[config.mk]
export PLATFORM = sky130hd
export DESIGN_NAME = ps_readout_arbiter
export DESIGN_NICKNAME = d
export VERILOG_FILES = /design/src/rtl/ps_readout_arbiter.sv
export SDC_FILE = /design/constraint.sdc
export NUM_CORES = 1
export LEC_CHECK = 0
export ABC_CLOCK_PERIOD_IN_PS = 6200
export BUFFER_PORTS_ARGS = -buffer_cell sky130_fd_sc_hd__buf_4
export CAP_MARGIN = 15
export CELL_PAD_IN_SITES_DETAIL_PLACEMENT = 1
export CELL_PAD_IN_SITES_GLOBAL_PLACEMENT = 1
export CORE_UTILIZATION = 40
export CTS_CLUSTER_SIZE = 30
export DETAILED_ROUTE_END_ITERATION = 10
export PLACE_DENSITY_LB_ADDON = 0.1
export SYNTH_ARGS = -nofsm -noshare
export SYNTH_HDL_FRONTEND = slang
export SYNTH_SLANG_ARGS = --single-unit
[constraint.sdc]
create_clock -name clk -period 6.2 [get_ports clk]
set_input_delay 0.31 -clock clk [delete_from_list [all_inputs] [get_ports clk]]
set_output_delay 0.31 -clock clk [all_outputs]
set_load 0.02 [all_outputs]
[src/rtl/ps_readout_arbiter.sv]
// Round-robin arbiter that merges per-channel ADC capture streams onto the single
// PS return stream, prefixing each granted packet with a channel/sequence header.
module ps_readout_arbiter #(
  parameter int NUM_CH    = 16,
  parameter int DATA_W    = 32,
  parameter int MAX_BURST = 1024
) (
  input  logic                     clk,
  input  logic                     rst,
  input  logic [NUM_CH-1:0]        ch_enable,
  input  logic [NUM_CH*DATA_W-1:0] s_tdata,
  input  logic [NUM_CH-1:0]        s_tvalid,
  input  logic [NUM_CH-1:0]        s_tlast,
  output logic [NUM_CH-1:0]        s_tready,
  output logic [DATA_W-1:0]        m_tdata,
  output logic                     m_tvalid,
  output logic                     m_tlast,
  input  logic                     m_tready,
  output logic                     busy,
  output logic [3:0]               active_ch
);

  localparam int CNT_W = (MAX_BURST > 2) ? $clog2(MAX_BURST) : 1;

  typedef enum logic [1:0] {IDLE, HDR, DATA} state_t;

  state_t              state, state_nxt;
  logic [3:0]          grant;
  logic [3:0]          last_grant;
  logic [3:0]          req_idx;
  logic                req_found;
  logic [NUM_CH-1:0]   req;
  logic [CNT_W-1:0]    cnt;
  logic [15:0]         seq [NUM_CH];
  logic [NUM_CH-1:0]   cont;
  logic [DATA_W-1:0]   hdr_word;
  logic                at_cap;
  logic                xfer;

  function automatic logic [DATA_W-1:0] make_header(input logic       cont_bit,
                                                     input logic [3:0] ch,
                                                     input logic [15:0] sq);
    return {8'hA5, cont_bit, 3'b000, ch, sq};
  endfunction

  assign req       = s_tvalid & ch_enable;
  assign active_ch = grant;

  // Rotating priority: the search begins just after the channel granted last.
  always_comb begin
    req_found = 1'b0;
    req_idx   = '0;
    for (int k = 1; k <= NUM_CH; k++) begin
      if (!req_found && req[(int'(last_grant) + k) % NUM_CH]) begin
        req_found = 1'b1;
        req_idx   = 4'((int'(last_grant) + k) % NUM_CH);
      end
    end
  end

  always_ff @(posedge clk or negedge rst) begin
    if (!rst) state <= IDLE;
    else      state <= state_nxt;
  end

  always_comb begin
    state_nxt = state;
    s_tready  = '0;
    m_tdata   = '0;
    m_tvalid  = 1'b0;
    m_tlast   = 1'b0;
    at_cap    = (cnt == CNT_W'(MAX_BURST - 1));
    xfer      = 1'b0;
    case (state)
      IDLE: begin
        if (req_found) state_nxt = HDR;
      end
      HDR: begin
        m_tdata  = hdr_word;
        m_tvalid = 1'b1;
        if (m_tready) state_nxt = DATA;
      end
      DATA: begin
        // Zero-latency pass-through of the granted channel.
        m_tdata         = s_tdata[int'(grant)*DATA_W +: DATA_W];
        m_tvalid        = s_tvalid[grant];
        m_tlast         = s_tlast[grant] | at_cap;
        s_tready[grant] = m_tready;
        xfer            = s_tvalid[grant] & m_tready;
        if (xfer && m_tlast) state_nxt = IDLE;
      end
      default: state_nxt = IDLE;
    endcase
  end

  always_ff @(posedge clk or negedge rst) begin
    if (!rst) begin
      grant      <= '0;
      last_grant <= 4'(NUM_CH - 1);
      cnt        <= '0;
      cont       <= '0;
      hdr_word   <= '0;
      busy       <= 1'b0;
      for (int i = 0; i < NUM_CH; i++) seq[i] <= '0;
    end else begin
      case (state)
        IDLE: begin
          if (req_found) begin
            grant    <= req_idx;
            hdr_word <= make_header(cont[req_idx], req_idx, seq[req_idx]);
            busy     <= 1'b1;
          end
        end
        HDR: begin
          if (m_tready) begin
            seq[grant] <= seq[grant] + 16'd1;
            cnt        <= '0;
            hdr_word   <= '0;
          end
        end
        DATA: begin
          if (xfer) begin
            cnt <= cnt + 1'b1;
            if (m_tlast) begin
              // A packet cut by the burst cap is flagged so the PS can stitch it.
              last_grant  <= grant;
              cont[grant] <= at_cap & ~s_tlast[grant];
              grant       <= '0;
              busy        <= 1'b0;
            end
          end
        end
        default: ;
      endcase
    end
  end

endmodule

# After elaboration in Yosys (flattened, before gate mapping)
# Cells that the tools add are included.
# word_totals
inputBits	563
out_inout_bits	55
ff_bits	325
word_cells	276
# op_classes
muxes	121
n_eq_ne	8
n_reduce_logical	59
add_sub_neg	18
shifts	1
n_bitwise	24
n_lt_le_gt_ge	22
# ops
operator	count
indexed part select 512 x 10 -> 32 bit	1
bitwise mux 256 bit	1
binary-select mux 16 bit (select 4 bit)	2
one-hot mux 32 bit (2 select lines)	2
less-than comparator 5 x 6 -> 1 bit, second input constant	16
two-way mux 16 bit	6
binary-select mux 1 bit (select 4 bit)	19
two-way mux 4 bit	19
demux 16 bit (select 4 bit)	1
two-way mux 32 bit	2
OR reduction 4 bit	16
two-way mux 1 bit	57
adder 4 bit, second input constant	8
AND 16 bit	2
two-way mux 10 bit	2
one-hot mux 10 bit (2 select lines)	1
logical AND 1 bit	18
adder 16 x 1 -> 16 bit, second input constant	1
adder 4 x 3 -> 4 bit, second input constant	4
AND 1 bit, first input constant	16
bitwise mux 16 bit	1
logical NOT 1 bit	15
AND reduction 3 bit	4
adder 10 x 1 -> 10 bit, second input constant	1
other kinds (23)	38

# Depth between registers and ports, before layout
# logic_depth
word_depth	58
mapped_depth	22
ltp_nobuf	15

# Least setup slack after synthesis
# No wires, ideal clock.
# synth_path
path_kind	reg2reg
startpoint	register last_grant[0]
endpoint	register hdr_word[7]
path_slack_ps	1177
setup_time_ps	122
n_path_buf	6
required_ps	6078
synth_period_minus_slack_ps	5023
path_stages_with_launch	21
arrival_time_ps	4902
cell_sequence	dfstp_2 -> buf_6 -> buf_6 -> buf_4 -> inv_1 -> ha_1 -> buf_1 -> clkinv_1 -> mux4_2 -> mux2_4 -> or4_4 -> nor2_2 -> a211oi_1 -> o311ai_2 -> and2_1 -> buf_6 -> buf_6 -> mux2_1 -> a32oi_1 -> nand3_1 -> a32o_1
# synth_via
elab_chain_cells	56
word_cells_on_any_way	134
classes_between	16 x add/sub; 1 x eq/ne; 85 x mux; 1 x bitwise; 31 x reduce/logical
# synth_rtl
item	line	rtl
from (decl)	29	logic [3:0] last_grant;
from (signal assigned)	99	last_grant <= 4'(NUM_CH - 1);
from (signal assigned)	126	last_grant <= grant;
adder 4 x 1 -> 4 bit	54, 56	
binary-select mux 1 bit (select 4 bit)	54	if (!req_found && req[(int'(last_grant) + k) % NUM_CH]) begin
two-way mux 1 bit (implied by the code) (2 in series)	54	
two-way mux 1 bit	54	
logical NOT 1 bit	54	
logical AND 1 bit	54	
two-way mux 1 bit	54	
logical NOT 1 bit	54	
(+38 left out)	-	
logical NOT 1 bit	54	
logical AND 1 bit	54	
two-way mux 4 bit	54	
NOT 4 -> 5 bit (implied by the code)	110	hdr_word <= make_header(cont[req_idx], req_idx, seq[req_idx]);
binary-select mux 16 bit (select 4 bit)	110	
two-way mux 16 bit (implied by the code) (2 in series)	110	
two-way mux 32 bit	108	if (req_found) begin
one-hot mux 32 bit (2 select lines)	106	case (state)
to (signal assigned)	110	
to (decl)	36	logic [DATA_W-1:0] hdr_word;
# Parallel ways exist; a longest one is shown, timed or not. The select of a mux whose other input is x is not followed.
# A chain may end at the register's enable or synchronous reset.

# Worst setup path in the final report
# layout_path
startpoint	register last_grant[2]
endpoint	register hdr_word[8]
# Same word-level chain as after synthesis.

==> summary.txt <==
Clocking
  • CTS root buffer: clkbuf_16
  • CTS tree: done
  • Post-CTS Setup Inserts: 0
  • CTS Buffer Depth: 3
  • Clock latency on the worst-skew pair: 0.58 ns
  • CTS sink count: 315
  • Num CTS Buffers: 37
  • Clock transition at path regs: 0.06 ns
  • H-tree levels: 2

Global route
  • Initial antenna violation count: 31
  • Remaining global-route overflow: 0
  • First-pass GRT wire length: about 180 mm
  • Number of global-route vias before repair: 23756
  • Total GRT Usage: 0.418
  • Largest net degree at the start of global routing: 173

Yosys
  • Distinct cells, synth: 87
  • Cells after Synth: 2147
  • Seq/Total Area, Yosys: 0.339
  • Predominant post-synthesis flop cell: dfrtp_1
  • EDFF count, synth: 0
  • Syn Nets: ~2700
  • FF+latch count, synth: 315
  • Yosys Warn Count: 0
  • Synth async-reset ratio: 1.00
  • Avg Inst Size Synth: roughly 11 um^2
  • Netlist Area Pre-Place: 23300 um^2

Timing
  • Endpoints failing hold: 0
  • Setup_tns: 0 ns
  • Fmax: approximately 180 MHz
  • Crit share post-route: 0.920
  • Final Slew Violations: 0
  • Clock skew: 0.0385 ns
  • Worst slew pin tran: 1.24 ns
  • RSZ-0062 raised after global routing: false
  • # setup viols final: 0
  • Worst slew margin: 0.175
  • Final min period: 5.71 ns

Final layout
  • Layout Nets: 3260
  • Area Growth Syn to Fin: 29.7%
  • Most common cell after layout, fill and taps aside: buf_4
  • Commonest cells after routing, fill and taps aside: buf_4, dfrtp_1, mux4_2
  • Share of layout cells above drive strength 1: 0.420

Worst setup path
  • Setup CP Type: flop to flop
  • CP endpoint kind: flop
  • CP peak stage delay: roughly 0.77 ns
  • Max Fanout on Critical Path: 17
  • Worst setup SP type: flop
  • Worst EP arrival: about 6.1 ns
  • Buffers & Inverters on Critical Path: 3
  • Top delay family on crit path: simple AND/OR/NAND/NOR gates
  • CP cell instances: inv_1 -> ha_1 -> inv_2 -> mux4_2 -> o2bb2ai_1 -> or2_1 -> or4_4 -> nor4_1 -> a31oi_1 -> a31oi_1 -> o21ai_4 -> buf_4 -> nor2_1 -> a21oi_1 -> a32oi_1 -> nand2_1
  • Critical Path RT: 6.64 ns
  • CP max stage cell: dfstp_2
  • Most common cell on crit path: a31oi_1

Route
  • Via count: 23035
  • Final ANT Viol Nets: 0
  • 1st-iter DRT viols: approximately 2600
  • Detailed-route wire length: about 120 mm
  • Wire per inst: ~36 um
  • DR DRC count: 0
  • First-pass detailed-route iteration total: 6
  • Drt via density: 6.59

Run
  • Max cap viols: 0

Floorplan
  • DIE AREA: 59100 um^2
  • Die X: ~240 um
  • Initial Utilization: 0.404
  • CORE AREA: 57600 um^2
  • Die Span Y: 243 um
  • IO Pins: 618
  • Cell row count: 88

Placed design
  • Port Buffers: 617
  • Detail Placement HPWL: between 90 and 100 mm
  • Gpl congestion: 1.04

Min path
  • Hold Crit Class: input pin to flop

Status
  • Status: finished, final reports clean
[stage by stage]
stage / hold slack, ns / area (um^2) / worst slack (ns) / util / instances
2_1_floorplan: 0.0144 / 23300 / 1.18 / - / 2147
3_3_place_gp: 0.324 / 28700 / 0.713 / 0.498 / 3404
3_5_place_dp: 0.331 / 28700 / 0.533 / 0.498 / 3404
4_1_cts: 0.277 / 30100 / 0.466 / 0.522 / 3473
5_1_grt: 0.379 / 30100 / 0.254 / 0.523 / 3487
6_report: 0.330 / 30100 / 0.495 / 0.524 / 3496
[tightest hold or removal path, stage by stage]
cell and delay, ns:
buf_4 0.16, nand3b_1 0.18, nand3_1 0.09, o21ai_0 0.09
[what timing repair did]
item	in CTS	in global routing
hold buffers	1	0
gates resized for setup	0	0
endpoints found under the hold margin	70	0
[kinds of logic after synthesis]
family / share of synthesized area
AO/OA/AOI/OAI: 0.137
multiplexers: 0.343
XOR/XNOR: 0.0116
adder cells (fa/ha/maj): 0.00646
AND/OR/NAND/NOR: 0.120
buffers and inverters: 0.0423
flip-flops: 0.339
[Yosys cell counts (9+ instances only)]
library cell  number  area [um^2]
buf_4             11         82.6
xor2_1            13          114
o21ai_0          102          510
nor2_1           252          946
a31oi_1           10         62.6
and2_1            20          125
nand2_1          198          743
and3_1            22          138
o41ai_1           12          105
mux2i_1           94          941
xnor2_1           16          140
buf_1             17         63.8
nand2b_1          10         62.6
mux4_2           277         6240
nand3_1           60          300
o21ai_1           16         80.1
a32o_1            33          330
clkbuf_1         128          480
a32oi_1           19          166
ha_1              12          150
nor3_1            10         50.1
mux2_1            16          180
o2111ai_1         11         96.3
o211ai_1          13         97.6
nand4_1           17          106
buf_6              9          101
dfrtp_1          311         7780
inv_1             12         45.0
a21oi_1          203         1020
o221ai_1          12          105
mux2_2            54          608
buf_2             34          170
[metal layers]
layer | global-route usage | wire length (um)
met1 | 0.542 | 48100
met2 | 0.621 | 54700
met3 | 0.126 | 13700
met4 | 0.240 | 7910
met5 | 0 | 52
[layout make-up]
cell class	count	area, um^2
antenna	17	42.5
fill	6234	27400
clock buffer	49	1010
clock inverter	19	374
tap	765	957
timing repair buffer	700	5370
inverter	15	56.3
sequential	315	7900
multi-input combinational	1616	14400
[state kept, by name, summed over array words and instances, names as in the netlist]
| register | cells |
|---|---|
| last_grant | 4 |
| hdr_word | 22 |
| seq | 256 |
| busy | 1 |
| cnt | 10 |
| cont | 16 |
| active_ch | 4 |
| state | 2 |
[path summary, 6_finish.rpt]
check                                    from      endpoint  cells past startpoint  slack (ns)
worst max-delay path            last_grant[2]   hdr_word[8]                     16        0.49
worst min-delay path                 m_tready        cnt[1]                      4        0.33
worst max register to register  last_grant[2]   hdr_word[8]                     16        0.49
worst min register to register           busy          busy                      2        0.48
max in group asynchronous                 rst  active_ch[0]                      3        4.33
min in group asynchronous                 rst       cont[4]                      2        0.34
Power is not shown: default switching activity piles up to over one toggle a cycle in this logic, so the estimate is an artifact.
